**config.mk**
```make
export PLATFORM = sky130hd
export DESIGN_NAME = instruction_fetch
export DESIGN_NICKNAME = d
export VERILOG_FILES = /design/src/rtl/instruction_fetch_pkg.sv /design/src/rtl/instruction_fetch_next_pc_mux.sv /design/src/rtl/instruction_fetch.sv
export SDC_FILE = /design/constraint.sdc
export NUM_CORES = 1
export LEC_CHECK = 0
export ABC_AREA = 1
export CORE_UTILIZATION = 42
export DETAILED_ROUTE_END_ITERATION = 16
export DONT_BUFFER_PORTS = 1
export GPL_TIMING_DRIVEN = 1
export PLACE_DENSITY = 0.62
export SYNTH_ARGS = -nofsm -noshare
export SYNTH_HDL_FRONTEND = slang
export SYNTH_SLANG_ARGS = --single-unit
export TNS_END_PERCENT = 30
```
**constraint.sdc**
```tcl
create_clock -name clk -period 2.3 [get_ports clk]
set_clock_uncertainty 0.1 [all_clocks]
set_input_delay 0.69 -clock clk [delete_from_list [all_inputs] [get_ports clk]]
set_output_delay 0.69 -clock clk [all_outputs]
set_load 0.01 [all_outputs]
```
**src/rtl/instruction_fetch_pkg.sv**
```systemverilog
// Shared definitions for the fetch stage: next-PC select encodings and vector defaults.
// The controller imports this package so both sides agree on the pc_src codes.
package instruction_fetch_pkg;

    typedef enum logic [2:0] {
        PC_SEQ    = 3'd0,
        PC_BRANCH = 3'd1,
        PC_JUMP   = 3'd2,
        PC_JR     = 3'd3,
        PC_ILLOP  = 3'd4,
        PC_XADR   = 3'd5
    } pc_src_e;

    localparam logic [31:0] RESET_PC_DEFAULT  = 32'h8000_0000;
    localparam logic [31:0] ILLOP_VEC_DEFAULT = 32'h8000_0004;
    localparam logic [31:0] XADR_VEC_DEFAULT  = 32'h8000_0008;

    // Vectors are the only selections allowed to override a stall.
    function automatic logic is_vector(input logic [2:0] sel);
        return (sel == PC_ILLOP) || (sel == PC_XADR);
    endfunction

endpackage

```
**src/rtl/instruction_fetch_next_pc_mux.sv**
```systemverilog
// Combinational next-PC selection; bit 31 is the supervisor bit and is never set
// by ordinary control flow, only by the vectors (and reset in the parent).
module next_pc_mux
    import instruction_fetch_pkg::*;
#(
    parameter logic [31:0] ILLOP_VEC = ILLOP_VEC_DEFAULT,
    parameter logic [31:0] XADR_VEC  = XADR_VEC_DEFAULT
) (
    input  logic [31:0] pc,
    input  logic [2:0]  pc_src,
    input  logic [31:0] branch_target,
    input  logic [25:0] jump_index,
    input  logic [31:0] jr_target,
    output logic [31:0] pc_plus4,
    output logic [31:0] next_pc
);

    logic unused_bits;
    assign unused_bits = ^{branch_target[31], jr_target[1:0]};

    // The increment wraps inside bits 30:0 and leaves the supervisor bit alone.
    assign pc_plus4 = {pc[31], pc[30:0] + 31'd4};

    always_comb begin
        next_pc = pc_plus4;
        case (pc_src)
            PC_BRANCH: next_pc = {pc[31], branch_target[30:0]};
            PC_JUMP:   next_pc = {pc[31], pc_plus4[30:28], jump_index, 2'b00};
            PC_JR:     next_pc = {pc[31] & jr_target[31], jr_target[30:2], 2'b00};
            PC_ILLOP:  next_pc = ILLOP_VEC;
            PC_XADR:   next_pc = XADR_VEC;
            default:   next_pc = pc_plus4;
        endcase
    end

endmodule

```
**src/rtl/instruction_fetch.sv**
```systemverilog
// Fetch stage: PC register, ROM addressing and the IF/ID pipeline register.
// Stall freezes PC and IF/ID except when a vector is taken; flush inserts a NOP bubble.
module instruction_fetch
    import instruction_fetch_pkg::*;
#(
    parameter logic [31:0] RESET_PC  = RESET_PC_DEFAULT,
    parameter logic [31:0] ILLOP_VEC = ILLOP_VEC_DEFAULT,
    parameter logic [31:0] XADR_VEC  = XADR_VEC_DEFAULT
) (
    input  logic        clk,
    input  logic        reset,
    input  logic        stall,
    input  logic        flush,
    input  logic [2:0]  pc_src,
    input  logic [31:0] branch_target,
    input  logic [25:0] jump_index,
    input  logic [31:0] jr_target,
    output logic [31:0] rom_addr,
    input  logic [31:0] rom_data,
    output logic [31:0] pc,
    output logic [31:0] ifid_instr,
    output logic [31:0] ifid_pc_plus4,
    output logic        ifid_valid
);

    logic [31:0] pc_reg;
    logic [31:0] pc_next;
    logic [31:0] pc_plus4;
    logic [31:0] ifid_instr_reg;
    logic [31:0] ifid_pc_plus4_reg;
    logic        ifid_valid_reg;
    logic        pc_load;

    next_pc_mux #(
        .ILLOP_VEC (ILLOP_VEC),
        .XADR_VEC  (XADR_VEC)
    ) u_next_pc_mux (
        .pc            (pc_reg),
        .pc_src        (pc_src),
        .branch_target (branch_target),
        .jump_index    (jump_index),
        .jr_target     (jr_target),
        .pc_plus4      (pc_plus4),
        .next_pc       (pc_next)
    );

    assign pc_load = !stall || is_vector(pc_src);

    always_ff @(posedge clk) begin
        if (reset) begin
            pc_reg            <= RESET_PC;
            ifid_instr_reg    <= 32'h0000_0000;
            ifid_pc_plus4_reg <= 32'h0000_0000;
            ifid_valid_reg    <= 1'b0;
        end else begin
            if (pc_load) begin
                pc_reg <= pc_next;
            end
            // Flush wins over stall; pc_plus4 is kept so the bubble still carries a sane link value.
            if (flush) begin
                ifid_instr_reg <= 32'h0000_0000;
                ifid_valid_reg <= 1'b0;
            end else if (!stall) begin
                ifid_instr_reg    <= rom_data;
                ifid_pc_plus4_reg <= pc_plus4;
                ifid_valid_reg    <= 1'b1;
            end
        end
    end

    assign pc            = pc_reg;
    assign rom_addr      = pc_reg;
    assign ifid_instr    = ifid_instr_reg;
    assign ifid_pc_plus4 = ifid_pc_plus4_reg;
    assign ifid_valid    = ifid_valid_reg;

endmodule

```
==> results of run 1 <==
==> Yosys cell counts (5+ instances only) <==
cell      count  area, um2
nand3_1      56      280.3
dfxtp_1      97       1942
nor2_1      115      431.7
a21oi_1      62      310.3
o21ai_0      47      235.2
nand4_1       7      43.79
clkbuf_1     18      67.56
a31oi_1       6      37.54
nand2_1     274       1028
inv_1        73      274.0
buf_2        10      50.05
xor2_1        8      70.07
buf_1         6      22.52
nand3b_1      5      37.54
buf_4        37      277.8
==> critical path, delay by kind of cell, from the launching register on <==
kind | cells | cell delay [ns]
simple gates | 6 | 0.88
buf+inv | 2 | 0.14
fa+ha+maj | 1 | 0.26
flops | 1 | 0.40
compound gates | 1 | 0.17
==> final timing paths <==
check / startpoint / slack (ns) / depth (start not counted) / endpoint
setup / recovery: pc[3] / 0.23 / 10 / ifid_pc_plus4[16]
hold / removal: reset / 0.32 / 1 / pc[1]
setup reg to reg: pc[3] / 0.23 / 10 / ifid_pc_plus4[16]
hold reg to reg: ifid_instr[10] / 0.41 / 2 / ifid_instr[10]
==> metal layers <==
layer / vias up / GRT usage / part of all wire
li1: 2617 / - / -
met1: 2398 / 0.3522 / 0.44
met2: 233 / 0.4245 / 0.46
met3: 19 / 0.07538 / 0.087
met4: 0 / 0.06234 / 0.013
met5: - / 0 / 0
==> cell type report <==
type                       instances  area, um2
timing repair buffer              44      330.3
fill                            1343       6402
clock buffer                       9      225.2
multi-input combinational        607       2715
clock inverter                     7      95.09
sequential                        97       1942
tap                              168      210.2
inverter                          77      291.5
==> cell families after synthesis <==
logic type | after synthesis
xor+xnor | 12
simple gates | 468
compound gates | 125
flops | 97
buf+inv | 149
fa+ha+maj | 2
==> power breakdown <==
group          switching (mW)  internal [mW]
logic                   0.404          0.209
registers               0.118           1.77
clock network           0.734          0.877
==> through the flow <==
| stage | cells | utilization |
|---|---|---|
| floorplan | 853 | - |
| global placement | 993 | 0.4495 |
| detailed placement | 993 | 0.4495 |
| CTS | 1009 | 0.4757 |
| global route | 1009 | 0.4757 |
| finish | 1009 | 0.4757 |
==> impl_metrics.yaml, run 1 <==
final_layout:
  final_common_cell: "nand2_1"
  area_delta_synth_final_pct: 8.254
  nets: 967
  final_cell_mix: "nand2_1, nor2_1, dfxtp_1"
  stdcell_area_um2: 5809
  antenna_cells: 0
  drive_gt1_frac: 0.08680
clock_network:
  ctsHtreeMaxLevel: 3
  clockBufferDepth: 2
  postCtsSetupBuffers: 0
  clock_latency_ns: 0.35
  cts_sinks: 97
  numCtsBuffers: 9
  cts_resized: 0
  cts_tree: "built"
  path_clk_slew_ns: 0.08
  cts_root_buf: "clkbuf_16"
  cts_hold_buf: 0
global_routing:
  first_global_vias: 5036
  grt.overflow.total: 0
  antenna_found_initial: 0
  grt_max_degree: 36
  grt_use_total: 0.2650
  grt_pass1_wl_mm: 26.85
yosys:
  ys_seq_area_frac: 0.3619
  synthSimpleGateAreaFrac: 0.3581
  synth_enable_flop_cells: 0
  synthFlopType: "dfxtp_1"
  synth_fp_nets: 984
  synth-xor-area-share: 0.01958
  synth_compound_area_frac: 0.1215
  synthAdderAreaFrac: 0.004663
  netlist_instances: 853
  yosysUniqueCellTypes: 35
  synth.area.mux_share: 0
  synth.cell_area_um2: 5366
  synth-seq-cells: 97
  synth.avg_cell_area_um2: 6.291
  yosys_warnings: 0
  synth_async_sr_flop_share: 0
  synth_top_family_by_area: "simple AND/OR/NAND/NOR gates"
sta:
  tns_ns: 0
  rsz0062_at_grt: "no"
  setup-violations-final: 0
  finalMaxSlewViolations: 0
  hold_ws_ns: 0.3246
  tightest_slew_ns: 0.6527
  fmax_mhz: 483.7
  slew_headroom: 0.5644
  fin_crit_ns: 2.067
  setup_ws_ns: 0.2327
  hold_violations: 0
  post-route-period-util: 0.8988
route:
  firstDrtPassIters: 5
  drtIter0Drc: 366
  drt_wl_total_mm: 17.09
  vias: 5267
  drt.antenna.violating_nets: 0
  viasPerCell: 5.220
  wl_per_cell_um: 16.94
  drc: 0
floorplanning:
  fp.dieW_um: 115.0
  fp.coreArea_um2: 12210
  io_pins: 258
  fp-row-count: 40
  start_util: 0.4394
  dieArea_um2: 13230
  die_h_um: 115.0
placement:
  placed_cell_area_um2: 5489
  post-place-ws_ns: 0.08980
  port_buffers: 0
  hpwl_mm: 13.34
  gp_congestion: 0.8793
pwr:
  fin_total_pwr_mw: 4.117
  ir_drop_uv: 414.0
  powerDensity_nw_per_um2: 708.7
  p_leak_nw: 2.574
setup_path:
  critPathCaptureType: "register"
  slowest_delay_ns: 0.40
  slowest_stage: "dfxtp_1"
  cp-start-kind: "register"
  arrival_ns: 2.20
  crit_required_ns: 2.44
  worstPathMaxFanout: 7
  cpMostUsedCell: "nand2_1"
  crit_type: "reg -> reg"
  crit_path_cell_trace: "ha_1 -> inv_1 -> nor2_2 -> nand2_2 -> nor2_4 -> nand2_1 -> nand2_1 -> nand2_1 -> o21ai_0 -> inv_1"
run:
  cap_violations: 0
hold_path:
  hold_class: "in -> reg"
run_status:
  status: "completed"
Note: power is estimated with default switching activity, not from simulation.
==> run 2: changes to the inputs <==
- CORE_ASPECT_RATIO: not set -> 0.9
==> run 2 against run 1 <==
  * Power down 5.4%
  * Global-route usage decreased by 1.1 points
  * Clock power shrank 12%
  * Non-clock buffer count down 1
  * Critical path type unchanged
  * Largest cell class unchanged
  * Largest power group unchanged
==> impl_metrics.yaml, run 2 (synthesis results as in run 1) <==
setup_path:
  rr_worst_depth: 8
  reg2reg_from: "pc[2]"
  r2r-end: "pc[14]"
  arrival_ns: 2.15
  worstPathMaxFanout: 7
  crit_type: "reg -> reg"
  crit_required_ns: 2.49
  cp-start-kind: "register"
  r2r_setup_slack_ns: 0.34
  critPathCaptureType: "register"
clock_network:
  ctsHtreeMaxLevel: 3
  postCtsSetupBuffers: 0
  cts_tree: "built"
  cts_hold_buf: 0
  cts_sinks: 97
  clock_latency_ns: 0.35
  path_clk_slew_ns: 0.07
  cts_resized: 0
  clockBufferDepth: 2
  cts_root_buf: "clkbuf_16"
  numCtsBuffers: 9
route:
  vias: 5167
  drt_wl_total_mm: 16.61
  drc: 0
  firstDrtPassIters: 5
  drt.antenna.violating_nets: 0
  viasPerCell: 5.172
  wl_per_cell_um: 16.62
  drtIter0Drc: 313
placement:
  gp_congestion: 0.9103
  placed_cell_area_um2: 5497
  post-place-ws_ns: 0.2177
  port_buffers: 0
  dp.cells: 984
  hpwl_mm: 12.66
sta:
  fmax_mhz: 509.0
  tightest_slew_ns: 0.7140
  setup_ws_ns: 0.3354
  hold_violations: 0
  tns_ns: 0
  rsz0062_at_grt: "no"
  hold_ws_ns: 0.3164
  finalMaxSlewViolations: 0
  post-route-period-util: 0.8542
  fin_crit_ns: 1.965
  slew_headroom: 0.5235
  setup-violations-final: 0
final_layout:
  fill_cells: 1323
  postLayoutCoreUtil: 0.4700
  final_common_cell: "nand2_1"
  nets: 966
  stdcell_count: 999
  antenna_cells: 0
  drive_gt1_frac: 0.08343
  stdcell_area_um2: 5766
  area_delta_synth_final_pct: 7.438
  multi_input_area_um2: 2715
  final_cell_mix: "nand2_1, nor2_1, dfxtp_1"
  seqCellArea_um2: 1942
pwr:
  ir_drop_uv: 370.8
  p_leak_nw: 2.551
  powerDensity_nw_per_um2: 675.7
  fin_total_pwr_mw: 3.896
run_status:
  status: "completed"
global_routing:
  grt.overflow.total: 0
  first_global_vias: 4714
  grt_pass1_wl_mm: 25.42
  grt_use_total: 0.2537
  grt_max_degree: 36
  antenna_found_initial: 0
hold_path:
  hold_class: "in -> reg"
  hold_end: "pc[13]"
  worstHoldStart: "reset"
  hold_depth: 1
floorplanning:
  dieArea_um2: 13230
  fp-row-count: 38
  io_pins: 258
  die_h_um: 109.2
  fp.coreArea_um2: 12270
  fp.dieW_um: 121.2
  start_util: 0.4375
run:
  cap_violations: 0
[run 2: power by group]
group,switching (mW),internal (mW)
registers,0.124,1.78
clock network,0.668,0.738
logic,0.380,0.210
total,1.17,2.72
[run 2: critical path, cell delays in order, from the launching register on]
cell,delay [ns]
dfxtp_1,0.34
ha_1,0.24
inv_1,0.09
nor2_2,0.20
nand2_2,0.17
nor2_4,0.22
xor2_1,0.32
nand2_1,0.10
a21oi_1,0.12
[run 2: worst max-delay path by stage]
stage          cells after the start      start  slack [ns]     end
2_1_floorplan                     11  pc_src[1]        0.35  pc[19]
3_3_place_gp                       9  pc_src[1]        0.23  pc[21]
3_5_place_dp                       9  pc_src[1]        0.22  pc[21]
4_1_cts                            8      pc[2]        0.32  pc[14]
5_1_grt                            8      pc[2]        0.10  pc[14]
6_report                           8      pc[2]        0.34  pc[14]
[run 2: metal layers]
metal / global-route usage / wire length, um
met1: 0.3331 / 7494
met2: 0.4004 / 7667
met3: 0.07165 / 1195
met4: 0.08289 / 250
met5: 0 / 0
[run 2: layout make-up]
cell class	instances	area share
Tap cell	160	0.03472
Sequential cell	97	0.3368
Inverter	77	0.05056
Multi-Input combinational cell	607	0.4709
Timing Repair Buffer	43	0.06033
Clock buffer	10	0.03971
Clock inverter	5	0.006944
==> run 3: changes to the inputs <==
- CORE_MARGIN: not set -> 8
- SKIP_LAST_GASP: not set -> 1
==> run 3 against run 2 <==
  * Via count up 0.52%
  * Fmax down 1.6%
  * Register-to-register slack worse by 0.03 ns
  * Highest routed layer unchanged
  * Critical endpoint unchanged
  * Worst hold slack improved by 0.0077 ns
  * Critical path depth stayed put
  * Core utilization is 0.62 points lower
  * Combinational power grew 1%
  * Global-route usage is 4.6 points lower
  * Wire length up 8.2%
==> impl_metrics.yaml, run 3 (synthesis results as in run 1) <==
run_status:
  status: "completed"
setup_path:
  worstPathMaxFanout: 7
  reg2reg_from: "pc[3]"
  worstSetupStartpoint: "pc[3]"
  critPathCaptureType: "register"
  arrival_ns: 2.18
  r2r_setup_slack_ns: 0.30
  crit_type: "reg -> reg"
  crit_required_ns: 2.48
  cp-start-kind: "register"
final_layout:
  nets: 970
  area_delta_synth_final_pct: 8.813
  fill_cells: 1389
  seqCellArea_um2: 1942
  final_common_cell: "nand2_1"
  final_cell_mix: "nand2_1, nor2_1, dfxtp_1"
  antenna_cells: 0
  multi_input_area_um2: 2715
  stdcell_count: 1008
  drive_gt1_frac: 0.09005
  postLayoutCoreUtil: 0.4638
floorplanning:
  fp.dieW_um: 135.2
  fp-row-count: 39
  io_pins: 258
  die_h_um: 123.2
  start_util: 0.4263
  fp.coreArea_um2: 12590
  dieArea_um2: 16660
clock_network:
  cts_resized: 0
  cts_root_buf: "clkbuf_16"
  postCtsSetupBuffers: 0
  cts_tree: "built"
  clock_latency_ns: 0.35
  numCtsBuffers: 9
  cts_sinks: 97
  clockBufferDepth: 2
  path_clk_slew_ns: 0.07
  cts_hold_buf: 0
  ctsHtreeMaxLevel: 3
sta:
  hold_violations: 0
  slew_headroom: 0.5261
  post-route-period-util: 0.8682
  fmax_mhz: 500.8
  hold_ws_ns: 0.3241
  setup-violations-final: 0
  finalMaxSlewViolations: 0
  fin_crit_ns: 1.997
  tns_ns: 0
  rsz0062_at_grt: "no"
  tightest_slew_ns: 0.7101
pwr:
  p_leak_nw: 2.592
  ir_drop_uv: 396.6
  powerDensity_nw_per_um2: 698.8
  fin_total_pwr_mw: 4.081
global_routing:
  grt.overflow.total: 0
  antenna_found_initial: 0
  grt_max_degree: 36
  grt_pass1_wl_mm: 27.06
  first_global_vias: 4870
  grt_use_total: 0.2078
route:
  firstDrtPassIters: 5
  wl_per_cell_um: 17.82
  drtIter0Drc: 367
  vias: 5194
  drt_wl_total_mm: 17.96
  drt.antenna.violating_nets: 0
  viasPerCell: 5.153
  drc: 0
placement:
  gp_congestion: 0.8835
  hpwl_mm: 14.02
  port_buffers: 0
  dp.cells: 992
hold_path:
  hold_class: "in -> reg"
  worstHoldStart: "reset"
run:
  cap_violations: 0
-- run 3: report_power, final --
group	switching [mW]	internal [mW]	total, mW
logic	0.380	0.217	0.597
registers	0.133	1.78	1.91
clock network	0.709	0.865	1.57
-- run 3: layout make-up --
type / instances / share of cell area
multi-input cells: 607 / 0.4650
flip-flops and latches: 97 / 0.3325
repair buffers: 47 / 0.06471
inverters: 77 / 0.04993
clock buffers: 9 / 0.03857
well taps: 164 / 0.03514
clock inverters: 7 / 0.01414
-- run 3: path summary, 6_finish.rpt --
path                                      end  cells past startpoint
worst min register to register  ifid_instr[5]                      2
worst max register to register         pc[14]                      8
worst min-delay path                   pc[22]                      1
worst max-delay path                   pc[14]                      8
-- run 3: metal layers --
layer,wire length [um],share of wire,GRT usage
met5,0,0,0
met4,227,0.013,0.05475
met3,1663,0.093,0.07311
met2,8492,0.47,0.3360
met1,7580,0.42,0.2589
-- run 3: through the flow --
step                setup WS, ns  area (um2)
finish                    0.3032        5839
detailed placement        0.2235        5532
floorplan                 0.3515        5366
global route              0.1175        5839
global placement          0.2535        5532
CTS                       0.3192        5839
-- run 3: worst max-delay path, cell delays in order (launching register included) --
cell and delay (ns):
dfxtp_1 0.40, ha_1 0.20, inv_1 0.07, nor2_2 0.20, nand2_2 0.18, nor2_4 0.22
xor2_1 0.32, nand2_1 0.10, a21oi_1 0.13
